File: config.mk
export PLATFORM = sky130hd
export DESIGN_NAME = mem_access_master
export DESIGN_NICKNAME = d
export VERILOG_FILES = /design/src/rtl/mem_access_master.sv
export SDC_FILE = /design/constraint.sdc
export NUM_CORES = 1
export LEC_CHECK = 0
export ABC_AREA = 1
export BUFFER_PORTS_ARGS = -buffer_cell sky130_fd_sc_hd__buf_4
export CAP_MARGIN = 20
export CORE_UTILIZATION = 40
export DETAILED_ROUTE_END_ITERATION = 10
export PLACE_DENSITY = 0.75
export SYNTH_ARGS = -nofsm -noshare
export SYNTH_HDL_FRONTEND = slang
export SYNTH_SLANG_ARGS = --single-unit
File: constraint.sdc
create_clock -name Clock -period 1.7 [get_ports Clock]
set_input_delay 0.17 -clock Clock [delete_from_list [all_inputs] [get_ports Clock]]
set_output_delay 0.17 -clock Clock [all_outputs]
set_load 0.1 [all_outputs]
File: src/rtl/mem_access_master.sv
// mem_access_master: serialises CPU load/store bursts onto the DataMemory interface
// and returns load data on a backpressured response stream.
module mem_access_master #(
  parameter int AW = 16,
  parameter int DW = 16,
  parameter int LW = 4
) (
  input  logic          Clock,
  input  logic          Reset_n,
  input  logic          req_valid,
  output logic          req_ready,
  input  logic          req_write,
  input  logic [AW-1:0] req_addr,
  input  logic [LW-1:0] req_len,
  input  logic          wdat_valid,
  output logic          wdat_ready,
  input  logic [DW-1:0] wdat,
  output logic          rsp_valid,
  input  logic          rsp_ready,
  output logic [DW-1:0] rsp_data,
  output logic          rsp_last,
  output logic          wr_done,
  output logic          busy,
  output logic [AW-1:0] Adresa,
  output logic [DW-1:0] WD,
  output logic          MemWrite,
  output logic          MemRead,
  input  logic [DW-1:0] ReadData
);
  typedef enum logic [2:0] {IDLE, WR_WAIT, WR_BEAT, RD_BEAT, RD_HOLD, DONE} state_t;
  state_t state, state_nx;
  logic [AW-1:0] addr, wr_addr;
  logic [LW-1:0] len, count;
  logic req_hs, wdat_hs, rsp_hs, last;
  assign req_ready  = state == IDLE;
  assign wdat_ready = state == WR_WAIT;
  assign MemWrite   = state == WR_BEAT;
  assign MemRead    = state == RD_BEAT;
  assign wr_done    = state == DONE;
  assign busy       = state != IDLE;
  assign req_hs     = req_valid && req_ready;
  assign wdat_hs    = wdat_valid && wdat_ready;
  assign rsp_hs     = state == RD_HOLD && rsp_valid && rsp_ready;
  assign last       = count == len;
  // Store address is held from the data handshake so it stays put while starved of data
  assign Adresa     = MemRead ? addr : wr_addr;
  always_ff @(posedge Clock or negedge Reset_n)
    if (!Reset_n) state <= IDLE;
    else state <= state_nx;
  always_comb begin
    state_nx = state;
    case (state)
      IDLE:    state_nx = req_hs ? (req_write ? WR_WAIT : RD_BEAT) : IDLE;
      WR_WAIT: state_nx = wdat_hs ? WR_BEAT : WR_WAIT;
      WR_BEAT: state_nx = last ? DONE : WR_WAIT;
      RD_BEAT: state_nx = RD_HOLD;
      RD_HOLD: state_nx = rsp_hs ? (rsp_last ? IDLE : RD_BEAT) : RD_HOLD;
      DONE:    state_nx = IDLE;
      default: state_nx = IDLE;
    endcase
  end
  always_ff @(posedge Clock or negedge Reset_n)
    if (!Reset_n) begin
      addr      <= '0;
      wr_addr   <= '0;
      len       <= '0;
      count     <= '0;
      WD        <= '0;
      rsp_valid <= 1'b0;
      rsp_last  <= 1'b0;
      rsp_data  <= '0;
    end else begin
      if (req_hs) begin
        addr  <= req_addr;
        len   <= req_len;
        count <= '0;
      end
      if (wdat_hs) begin
        WD      <= wdat;
        wr_addr <= addr;
      end
      if (state == WR_BEAT || (rsp_hs && !rsp_last)) begin
        addr  <= addr + AW'(1);
        count <= count + LW'(1);
      end
      if (state == RD_BEAT) begin
        rsp_data  <= ReadData;
        rsp_valid <= 1'b1;
        rsp_last  <= last;
      end
      if (rsp_hs) begin
        rsp_valid <= 1'b0;
        rsp_last  <= 1'b0;
      end
    end
endmodule

==> results_dict.tcl <==
set metrics [dict create \
    yosysSeqAreaShare 0.5056 \
    crit_arrival_ns 1.64 \
    tightest_slew_ns 0.4764 \
    clk_pin_slew_ns 0.08 \
    rr_startpoint "state[1]$_DFF_PN0_" \
    synth_largest_area_cell "dfrtp_1" \
    vias_per_cell 4.836 \
    synth_fp_nets 514 \
    grt_pass1_wl_mm 16.08 \
    cts_tree "yes" \
    grt_start_max_net_pins 44 \
    clock_latency_ns 0.35 \
    synth.most_common_cell "nand2_1" \
    synth.area.top_cells "dfrtp_1, nand2_1, mux2_4" \
    drv_slew 0 \
    endpoint "Adresa[7]" \
    die_h_um 99.61 \
    fin_crit_ns 1.809 \
    ys_async_sr_fraction 1.000 \
    slowest_stage "dfrtp_2" \
    drc 0 \
    fillerInstances 750 \
    clockBufferDepth 2 \
    cts.sinks 77 \
    synthTopCellsByCount "nand2_1, dfrtp_1, o21ai_0" \
    grt_remaining_overflow 0 \
    cp_cell_sequence "nor2_4, nand2_4, clkbuf_16, o21ai_4, buf_12" \
    period_share 1.064 \
    avgSynthCellArea_um2 8.395 \
    slowest_delay_ns 0.44 \
    hold_path.class "in2reg" \
    rr_endpoint "addr[15]$_DFFE_PN0P_" \
    cts_inserted_buffers 9 \
    start_kind "flop" \
    core_area_um2 9240 \
    syn_area_um2 3811 \
    drtPass1Iterations 5 \
    synth_enable_flop_cells 0 \
    final_layout_size_suffix_gt1_frac 0.3498 \
    port_buffers 113 \
    grt_pass1_vias 3475 \
    seqCellArea_um2 1931 \
    detail_route.wl_per_cell_um 13.57 \
    postRouteAntennaNets 0 \
    io_pins 114 \
    cp_data_required_time_ns 1.53 \
    syn2layout_area_growth_pct 49.11 \
    cts_root_buffer "clkbuf_8" \
    antenna_cells 0 \
    setup.worst_path.end_class "output port" \
    fin_skew_ns 0.009922 \
    dieArea_um2 9922 \
    ys.flop_type "dfrtp_1" \
    setup_violations 16 \
    setup_slack_ns -0.1087 \
    multiInputGateArea_um2 1851 \
    cts_htree_levels 3 \
    vias 3458 \
    fin_hold_ws_ns 0.01179 \
    yosys.area.top_type_share 0.5056 \
    failed_checks "setup timing" \
    dpl.hpwl_mm 6.775 \
    outcome "finished with violations" \
    crit_type "reg2out" \
    cp-startpoint "state[2]$_DFF_PN0_" \
    max_cap_violations 0 \
    wirelength_mm 9.704 \
    gp_congestion 0.7920 \
    nNetsFinal 641 \
    slew_headroom 0.6817 \
    yosys_warnings 0 \
    path_max_fanout 6 \
    antenna_found_initial 0 \
    start_util 0.4125 \
    final_hold_viol_count 0 \
    clock.fmax_mhz 552.9 \
    r2r_cells 9 \
    r2r_slack_ns 0.03 \
    drt_iter0_drc 142 \
    netlist_instances 454 \
    fp.dieW_um 99.61 \
    grt_usage 0.2066 \
    ys_ff_latch 77 \
    synth.distinct_cells 27 \
    row_count 35 \
    rsz0062_at_grt "true" \
]
==> per-stage QoR <==
step                  util  area, µm²  std cells  setup slack [ns]  setup TNS (ns)
floorplan                -       4015        454           -0.3667          -10.71
global placement    0.5449       5035        691         -0.003569       -0.003569
detailed placement  0.5449       5035        691           -0.1576         -0.9916
CTS                 0.6093       5630        714          -0.09703          -1.062
global route        0.6150       5683        715           -0.1706          -2.899
finish              0.6150       5683        715           -0.1087         -0.9105
==> cell type report <==
type / instances / area share
sequential: 77 / 0.3397
clock inverter: 7 / 0.02554
timing repair buffer: 134 / 0.2351
clock buffer: 9 / 0.02180
tap: 129 / 0.02840
inverter: 35 / 0.02378
multi-input combinational: 324 / 0.3256
==> logic make-up after synthesis <==
kind of cell | synth area share
flip-flops | 0.5056
buffers and inverters | 0.06960
multiplexers | 0.06303
XOR/XNOR | 0.02528
adder cells (fa/ha/maj) | 0.006565
AND/OR/NAND/NOR | 0.2672
AO/OA/AOI/OAI | 0.06271
==> metal layers <==
layer	vias up	track usage	wire length, µm
met3	23	0.02530	432
met4	0	0.09050	264
met2	108	0.3595	4845
met1	1636	0.2586	4161
met5	-	0	0
li1	1691	-	-
==> repair_timing <==
action / 4_1_cts / 5_1_grt
cloned: 1 / 1
resized for setup: 62 / 9
endpoints found under the hold margin: 36 / 0
hold buffers: 3 / 0
buffers inserted: 3 / 0
pin swaps: 2 / 1
setup endpoints to repair: 38 / 32
==> sequential cells by signal (all words and copies together), names as in the netlist <==
name       cells
addr          16
wr_addr       16
rsp_last       1
rsp_valid      1
count          4
WD            16
state          3
len            4
rsp_data      16
==> worst max-delay path, delay by kind of cell (launching register included) <==
family	cells	cell delay [ns]
compound gates	1	0.19
buf+inv	2	0.41
flops	1	0.44
simple gates	2	0.25
==> how the worst min path moves through the flow <==
stage            startpoint                        to  slack, ns  cells past startpoint
6_report       ReadData[12]  rsp_data[12]$_DFFE_PN0P_       0.01                      3
3_3_place_gp        Reset_n   rsp_data[8]$_DFFE_PN0P_       0.15                      1
4_1_cts        ReadData[12]  rsp_data[12]$_DFFE_PN0P_     0.0004                      3
3_5_place_dp        Reset_n   rsp_data[6]$_DFFE_PN0P_       0.16                      1
5_1_grt          wdat_valid        state[0]$_DFF_PN0_       0.01                      2
2_1_floorplan       Reset_n         WD[0]$_DFFE_PN0P_      -0.13                      0
==> cell usage in the layout (no fill, tap or decap), types with 2 or more instances in the layout <==
cell	Yosys	routed
a21oi_1	2	2
buf_12	0	21
buf_4	2	102
buf_6	7	6
bufinv_16	0	4
clkbuf_8	0	9
clkinvlp_4	0	2
dfrtp_1	77	74
dfrtp_2	0	3
dlygate4sd3_1	0	3
ha_1	2	2
inv_1	33	32
inv_2	2	2
inv_6	0	2
mux2_4	16	16
nand2_1	191	181
nand2_2	1	9
nand2_4	1	3
nand3_1	24	24
nand3_2	2	2
nand4_1	5	5
nor2_1	20	19
nor2_4	0	2
nor3_2	2	2
o211ai_1	2	2
o21ai_0	39	20
o21ai_1	2	5
o21ai_4	0	15
xnor2_1	2	2
xor2_1	9	9
Power is left out: the tool's default activity adds up to more than one toggle a clock period on the data nets, which glitch-free logic cannot reach.
